$ cat src/rtl/router_pkg.sv
// Shared types, constants and small decode helpers for the 1x3 router control block.
package router_pkg;

    localparam int NUM_PORTS       = 3;
    localparam int DEFAULT_TIMEOUT = 30;

    typedef logic [1:0] port_addr_t;

    localparam port_addr_t ADDR_INVALID = 2'b11;

    typedef enum logic [2:0] {
        DECODE_ADDRESS,
        LOAD_FIRST_DATA,
        LOAD_DATA,
        LOAD_PARITY,
        FIFO_FULL_STATE,
        LOAD_AFTER_FULL,
        WAIT_TILL_EMPTY,
        CHECK_PARITY_ERROR
    } state_t;

    // Selecting by address 3 yields 0 so an invalid destination never matches a port.
    function automatic logic port_bit(input logic [NUM_PORTS-1:0] vec, input port_addr_t addr);
        logic bit_val;
        bit_val = 1'b0;
        case (addr)
            2'd0:    bit_val = vec[0];
            2'd1:    bit_val = vec[1];
            2'd2:    bit_val = vec[2];
            default: bit_val = 1'b0;
        endcase
        return bit_val;
    endfunction

    function automatic logic [NUM_PORTS-1:0] port_onehot(input port_addr_t addr);
        logic [NUM_PORTS-1:0] sel;
        sel = '0;
        case (addr)
            2'd0:    sel = 3'b001;
            2'd1:    sel = 3'b010;
            2'd2:    sel = 3'b100;
            default: sel = 3'b000;
        endcase
        return sel;
    endfunction

endpackage

$ cat src/rtl/router_if.sv
// Handshake bundle between the router controller and its source, register block and FIFOs.
interface router_if;
    import router_pkg::*;

    logic                 pkt_valid;
    logic [1:0]           data_in;
    logic                 parity_done;
    logic                 low_packet_valid;
    logic [NUM_PORTS-1:0] fifo_full;
    logic [NUM_PORTS-1:0] fifo_empty;
    logic [NUM_PORTS-1:0] read_enb;

    logic                 detect_add;
    logic                 lfd_state;
    logic                 ld_state;
    logic                 laf_state;
    logic                 full_state;
    logic                 rst_int_reg;
    logic                 busy;
    logic                 fifo_full_sel;
    logic [NUM_PORTS-1:0] write_enb;
    logic [NUM_PORTS-1:0] vld_out;
    logic [NUM_PORTS-1:0] soft_reset;

    modport master (
        output pkt_valid, data_in, parity_done, low_packet_valid,
               fifo_full, fifo_empty, read_enb,
        input  detect_add, lfd_state, ld_state, laf_state, full_state,
               rst_int_reg, busy, fifo_full_sel, write_enb, vld_out, soft_reset
    );

    modport slave (
        input  pkt_valid, data_in, parity_done, low_packet_valid,
               fifo_full, fifo_empty, read_enb,
        output detect_add, lfd_state, ld_state, laf_state, full_state,
               rst_int_reg, busy, fifo_full_sel, write_enb, vld_out, soft_reset
    );

endinterface

$ cat src/rtl/router_port_timer.sv
// Per-port read timeout: pulses soft_reset when valid data sits unread for TIMEOUT cycles.
module router_port_timer
    import router_pkg::*;
#(
    parameter int TIMEOUT = DEFAULT_TIMEOUT
) (
    input  logic clock,
    input  logic resetn,
    input  logic vld,
    input  logic read_enb,
    output logic soft_reset
);

    localparam logic [7:0] TERMINAL = 8'(TIMEOUT - 1);

    logic [7:0] count;

    // A read on the terminal cycle clears the counter first, so no pulse is issued.
    always_ff @(posedge clock) begin
        if (!resetn) begin
            count      <= 8'd0;
            soft_reset <= 1'b0;
        end else begin
            soft_reset <= 1'b0;
            if (!vld || read_enb) begin
                count <= 8'd0;
            end else if (count == TERMINAL) begin
                count      <= 8'd0;
                soft_reset <= 1'b1;
            end else begin
                count <= count + 8'd1;
            end
        end
    end

endmodule

$ cat src/rtl/router_ctrl.sv
// Packet FSM, destination latch, write steering and per-port timeouts for the 1x3 router.
module router_ctrl
    import router_pkg::*;
#(
    parameter int TIMEOUT = DEFAULT_TIMEOUT
) (
    input  logic     clock,
    input  logic     resetn,
    router_if.slave  bus
);

    state_t     state;
    state_t     next_state;
    port_addr_t addr;
    logic       write_enb_int;

    always_ff @(posedge clock) begin
        if (!resetn) begin
            state <= DECODE_ADDRESS;
        end else begin
            state <= next_state;
        end
    end

    always_ff @(posedge clock) begin
        if (!resetn) begin
            addr <= 2'b00;
        end else if (bus.detect_add && bus.pkt_valid && bus.data_in != ADDR_INVALID) begin
            addr <= bus.data_in;
        end
    end

    assign bus.fifo_full_sel = port_bit(bus.fifo_full, addr);
    assign bus.vld_out       = ~bus.fifo_empty;

    always_comb begin
        next_state = state;
        unique case (state)
            DECODE_ADDRESS: begin
                if (bus.pkt_valid && bus.data_in != ADDR_INVALID) begin
                    next_state = port_bit(bus.fifo_empty, bus.data_in) ? LOAD_FIRST_DATA
                                                                       : WAIT_TILL_EMPTY;
                end
            end
            LOAD_FIRST_DATA: next_state = LOAD_DATA;
            LOAD_DATA: begin
                if (bus.fifo_full_sel) begin
                    next_state = FIFO_FULL_STATE;
                end else if (!bus.pkt_valid) begin
                    next_state = LOAD_PARITY;
                end
            end
            FIFO_FULL_STATE: begin
                if (!bus.fifo_full_sel) begin
                    next_state = LOAD_AFTER_FULL;
                end
            end
            LOAD_AFTER_FULL: begin
                if (bus.parity_done) begin
                    next_state = DECODE_ADDRESS;
                end else if (bus.low_packet_valid) begin
                    next_state = LOAD_PARITY;
                end else begin
                    next_state = LOAD_DATA;
                end
            end
            LOAD_PARITY: next_state = CHECK_PARITY_ERROR;
            CHECK_PARITY_ERROR: begin
                next_state = bus.fifo_full_sel ? FIFO_FULL_STATE : DECODE_ADDRESS;
            end
            WAIT_TILL_EMPTY: begin
                if (port_bit(bus.fifo_empty, addr)) begin
                    next_state = LOAD_FIRST_DATA;
                end
            end
            default: next_state = DECODE_ADDRESS;
        endcase
        // A timeout on the port being written abandons the packet from any state.
        if (state != DECODE_ADDRESS && port_bit(bus.soft_reset, addr)) begin
            next_state = DECODE_ADDRESS;
        end
    end

    assign bus.detect_add  = (state == DECODE_ADDRESS);
    assign bus.lfd_state   = (state == LOAD_FIRST_DATA);
    assign bus.ld_state    = (state == LOAD_DATA);
    assign bus.laf_state   = (state == LOAD_AFTER_FULL);
    assign bus.full_state  = (state == FIFO_FULL_STATE);
    assign bus.rst_int_reg = (state == CHECK_PARITY_ERROR);
    assign bus.busy        = (state != DECODE_ADDRESS) && (state != LOAD_DATA);

    assign write_enb_int = bus.ld_state || bus.laf_state || (state == LOAD_PARITY);
    assign bus.write_enb = write_enb_int ? port_onehot(addr) : 3'b000;

    for (genvar i = 0; i < NUM_PORTS; i++) begin : g_timer
        router_port_timer #(
            .TIMEOUT (TIMEOUT)
        ) u_timer (
            .clock      (clock),
            .resetn     (resetn),
            .vld        (bus.vld_out[i]),
            .read_enb   (bus.read_enb[i]),
            .soft_reset (bus.soft_reset[i])
        );
    end

endmodule

$ cat src/flat_wrapper.sv
// flat-port wrapper written by rule: the top's interface ports become plain ports
module router_ctrl_flat import router_pkg::*;
#(
    parameter int TIMEOUT = DEFAULT_TIMEOUT
)
  (clock, resetn, bus_pkt_valid, bus_data_in, bus_parity_done, bus_low_packet_valid, bus_fifo_full, bus_fifo_empty, bus_read_enb, bus_detect_add, bus_lfd_state, bus_ld_state, bus_laf_state, bus_full_state, bus_rst_int_reg, bus_busy, bus_fifo_full_sel, bus_write_enb, bus_vld_out, bus_soft_reset);
  router_if bus_i ();
  input  logic clock;
  input  logic resetn;
  input wire logic [$bits(bus_i.pkt_valid)-1:0] bus_pkt_valid;
  input wire logic [$bits(bus_i.data_in)-1:0] bus_data_in;
  input wire logic [$bits(bus_i.parity_done)-1:0] bus_parity_done;
  input wire logic [$bits(bus_i.low_packet_valid)-1:0] bus_low_packet_valid;
  input wire logic [$bits(bus_i.fifo_full)-1:0] bus_fifo_full;
  input wire logic [$bits(bus_i.fifo_empty)-1:0] bus_fifo_empty;
  input wire logic [$bits(bus_i.read_enb)-1:0] bus_read_enb;
  output wire logic [$bits(bus_i.detect_add)-1:0] bus_detect_add;
  output wire logic [$bits(bus_i.lfd_state)-1:0] bus_lfd_state;
  output wire logic [$bits(bus_i.ld_state)-1:0] bus_ld_state;
  output wire logic [$bits(bus_i.laf_state)-1:0] bus_laf_state;
  output wire logic [$bits(bus_i.full_state)-1:0] bus_full_state;
  output wire logic [$bits(bus_i.rst_int_reg)-1:0] bus_rst_int_reg;
  output wire logic [$bits(bus_i.busy)-1:0] bus_busy;
  output wire logic [$bits(bus_i.fifo_full_sel)-1:0] bus_fifo_full_sel;
  output wire logic [$bits(bus_i.write_enb)-1:0] bus_write_enb;
  output wire logic [$bits(bus_i.vld_out)-1:0] bus_vld_out;
  output wire logic [$bits(bus_i.soft_reset)-1:0] bus_soft_reset;
  assign bus_i.pkt_valid = bus_pkt_valid;
  assign bus_i.data_in = bus_data_in;
  assign bus_i.parity_done = bus_parity_done;
  assign bus_i.low_packet_valid = bus_low_packet_valid;
  assign bus_i.fifo_full = bus_fifo_full;
  assign bus_i.fifo_empty = bus_fifo_empty;
  assign bus_i.read_enb = bus_read_enb;
  assign bus_detect_add = bus_i.detect_add;
  assign bus_lfd_state = bus_i.lfd_state;
  assign bus_ld_state = bus_i.ld_state;
  assign bus_laf_state = bus_i.laf_state;
  assign bus_full_state = bus_i.full_state;
  assign bus_rst_int_reg = bus_i.rst_int_reg;
  assign bus_busy = bus_i.busy;
  assign bus_fifo_full_sel = bus_i.fifo_full_sel;
  assign bus_write_enb = bus_i.write_enb;
  assign bus_vld_out = bus_i.vld_out;
  assign bus_soft_reset = bus_i.soft_reset;
  router_ctrl #(.TIMEOUT(TIMEOUT)) u_core (.clock(clock), .resetn(resetn), .bus(bus_i));
endmodule
$ cat config.mk
export PLATFORM = sky130hd
export DESIGN_NAME = router_ctrl_flat
export DESIGN_NICKNAME = d
export VERILOG_FILES = /design/src/rtl/router_pkg.sv /design/src/rtl/router_if.sv /design/src/rtl/router_port_timer.sv /design/src/rtl/router_ctrl.sv /design/src/flat_wrapper.sv
export SDC_FILE = /design/constraint.sdc
export NUM_CORES = 1
export LEC_CHECK = 0
export CAP_MARGIN = 20
export CORE_MARGIN = 1
export CORE_UTILIZATION = 40
export CTS_CLUSTER_SIZE = 40
export DETAILED_ROUTE_END_ITERATION = 10
export GPL_ROUTABILITY_DRIVEN = 0
export GPL_TIMING_DRIVEN = 0
export PLACE_DENSITY = 0.75
export SLEW_MARGIN = 20
export SYNTH_ARGS = -nofsm -noshare
export SYNTH_HDL_FRONTEND = slang
export SYNTH_SLANG_ARGS = --single-unit
$ cat constraint.sdc
create_clock -name clock -period 4.3 [get_ports clock]
set_input_delay 0.86 -clock clock [delete_from_list [all_inputs] [get_ports clock]]
set_output_delay 0.86 -clock clock [all_outputs]
set_load 0.005 [all_outputs]
==> impl_metrics.toml <==
[status]
status = "finished clean"

[route]
wl_per_cell_um = 11.5
viasPerCell = 4.97
first_iter_violations = 78
drt_pass1_iterations = 4
ant_nets = 0
drcViolationCount = 0
dr_total_vias = 1376
routed_wl_mm = 3.18

[global_route]
grt.overflow.total = 0
grt_usage_pct = 16.2
busiest_layer = "met2"
grt_max_degree = 11
grt_use_met3_pct = 6.03
gr-usage-met2_pct = 24.6
gr-usage-met1_pct = 19.8
grt_pass1_vias = 1246
antenna_found_initial = 0
grt_pass1_wl_mm = 5.30

[yosys]
synth_fa_ha_area_share_pct = 4.59
synth.distinct_cells = 36
synthSimpleGateAreaFrac_pct = 26.4
synth_seq_area_share_pct = 39.1
yosysWarningCount = 0
synth_seq_cells = 32
syn_area_per_cell_um2 = 8.61
synthCells = 190
syn-cell-area_um2 = 1640
post_synth_mux_area_share_pct = 3.75
synth-xor-area-share_pct = 9.63
synth_top_family_by_area = "simple AND/OR/NAND/NOR gates"
synth_compound_area_share_pct = 8.94
syn-num-nets = 212

[power]
p_leak_nw = 0.827
clockPowerShare_pct = 28.4
power_density_nw_per_um2 = 404
p_int_mw = 0.600
pwr-share-comb_pct = 33.0
ir_drop_uv = 164
switchingPower_mw = 0.254
totalPowerFinal_mw = 0.854
p_sw_share_pct = 29.7
p_seq_share_pct = 38.6

[timing]
drv_slew = 0
relSlewSlack_pct = 68.4
grt_setup_unrepaired = "false"
fin_crit_sh_pct = 70.7
fmaxAchievable_mhz = 329
clock-skew-final_ps = 4.53
hold_violations = 0
fin_tns_setup_ps = 0
worst-slew-pin-transition_ps = 473
setup_violations = 0
fin_crit_ps = 3040

[job]
cap_violations = 0

[place]
dpl_cell_area_um2 = 2020
place_inst = 270
hpwlAfterDp_mm = 2.36
port_buffers = 32

[clock_tree]
cts_tree = "built"
clock_latency_ps = 280
numCtsBuffers = 5
ctsResizeCount = 0
path_clk_slew_ps = 60
clk_path_buf_depth = 2
cts_setup_buffers = 0
cts-root-buf = "clkbuf_8"
clock_sinks = 32
htree_levels = 2
cts_hold_buf = 0

[floorplan]
core_area_um2 = 3800
die_h_um = 66.0
die_area_um2 = 4350
placementRows = 22
die_x_um = 66.0
io_pins = 33
start_util_pct = 43.1

[layout]
layout_common_cells = "clkdlybuf4s50_1, dfxtp_1, nor2_1"
drive_gt1_share_pct = 9.61
diodes = 0
final_cells = 277
synthToLayoutAreaGrowth_pct = 29.1
stdcell_area_um2 = 2110
final_nets = 251

[setup_path]
crit_top_cell = "clkdlybuf4s50_1"
path_class = "input port to output pin"
worstPathMaxFanout = 4
worstPathCellList = "clkdlybuf4s50_1 > mux2i_1 > o21a_2 > inv_2 > clkdlybuf4s50_1"
critPathSlowestCell = "clkdlybuf4s50_1"
crit_arrival_ps = 2180
crit_required_ps = 3440
startpoint_type = "input port"
cp-end-kind = "output pin"
cpPeakStageDelay_ps = 490

[min_path]
hp-class = "flip-flop to flip-flop"
==> cells by family (layout without fill, tap and decap cells) <==
kind of cell             Yosys count  count (layout)
buffers and inverters             22              61
AND/OR/NAND/NOR                   87              87
XOR/XNOR                          18              18
AO/OA/AOI/OAI                     19              19
flip-flops                        32              32
adder cells (fa/ha/maj)            6               6
multiplexers                       6               6
==> power by group through the flow <==
stage	Clock [mW]	Combinational, mW	Sequential (mW)
global placement	0	0.279	0.335
detailed placement	0	0.281	0.335
global route	0.266	0.310	0.332
floorplan	0	0.167	0.332
CTS	0.251	0.282	0.329
finish	0.243	0.282	0.329
==> Yosys cell counts <==
master    instances  area (µm²)
o221a_2           2        22.5
dfxtp_1          32         641
o211ai_1          1        7.51
buf_6             1        11.3
nor2_1           30         113
a22o_1            1        8.76
nand4_1           1        6.26
nand3_1          16        80.1
o21a_2            1        8.76
or2_1             1        6.26
clkbuf_1          1        3.75
nand2_1          11        41.3
o21a_1            3        22.5
mux2i_1           5        50.1
nor4b_1           4        35.0
buf_2             1        5.00
xnor2_1           4        35.0
inv_1             9        33.8
nor3_1            7        35.0
a211oi_1          1        7.51
a21oi_1           3        15.0
o41ai_2           1        16.3
mux2_2            1        11.3
nor3b_1           3        22.5
clkbuf_8          1        13.8
a221oi_1          1        8.76
buf_4             6        45.0
clkinv_1          2        7.51
inv_2             1        3.75
and3_1            8        50.1
o32ai_1           1        8.76
xor2_1           14         123
nand2b_1          2        12.5
o21ai_0           4        20.0
nand3b_1          4        30.0
ha_1              6        75.1
==> routing by layer <==
metal  share of wire, %  up-vias
li1                   -      723
met1                 49      617
met4                2.1        0
met2                 43       30
met3                5.9        6
met5                  0        -
==> final timing paths <==
path	end	start	depth (start not counted)	slack, ps
max	bus_fifo_full_sel	bus_fifo_full[2]	5	1260
min	u_core.g_timer[2].u_timer.count[0]$_SDFF_PP0_	u_core.g_timer[2].u_timer.count[0]$_SDFF_PP0_	1	480
max reg2reg	u_core.state[2]$_SDFFE_PP0P_	u_core.addr[1]$_SDFFE_PN0P_	7	2480
min reg2reg	u_core.g_timer[2].u_timer.count[0]$_SDFF_PP0_	u_core.g_timer[2].u_timer.count[0]$_SDFF_PP0_	1	480
==> layout make-up <==
type	instances	area (µm²)
sequential	32	641
clock buffer	7	96.3
inverter	12	45.0
multi-input combinational	136	872
timing repair buffer	32	320
fill	352	1690
tap	48	60.1
buffer	10	78.8
==> worst max-delay path: cells and delay by family <==
family,cells,cell delay (ps)
AOI/OAI and AO/OA,1,230
buffers and inverters,3,1020
muxes,1,60
==> state kept, by name, summed over array words and instances, names as in the netlist <==
name	cells
u_core.g_timer.u_timer.count	24
u_core.g_timer.u_timer.soft_reset	3
u_core.state	3
u_core.addr	2
==> per-stage QoR <==
| step | setup slack [ps] | hold WS (ps) | utilization, % |
|---|---|---|---|
| 3_5_place_dp | 1260 | 472 | 53.1 |
| 2_1_floorplan | 2250 | 441 | - |
| 3_3_place_gp | 1250 | 457 | 53.1 |
| 4_1_cts | 1250 | 486 | 55.6 |
| 6_report | 1260 | 485 | 55.6 |
| 5_1_grt | 1210 | 530 | 55.6 |
No activity file was read; power rests on OpenSTA's default activity.
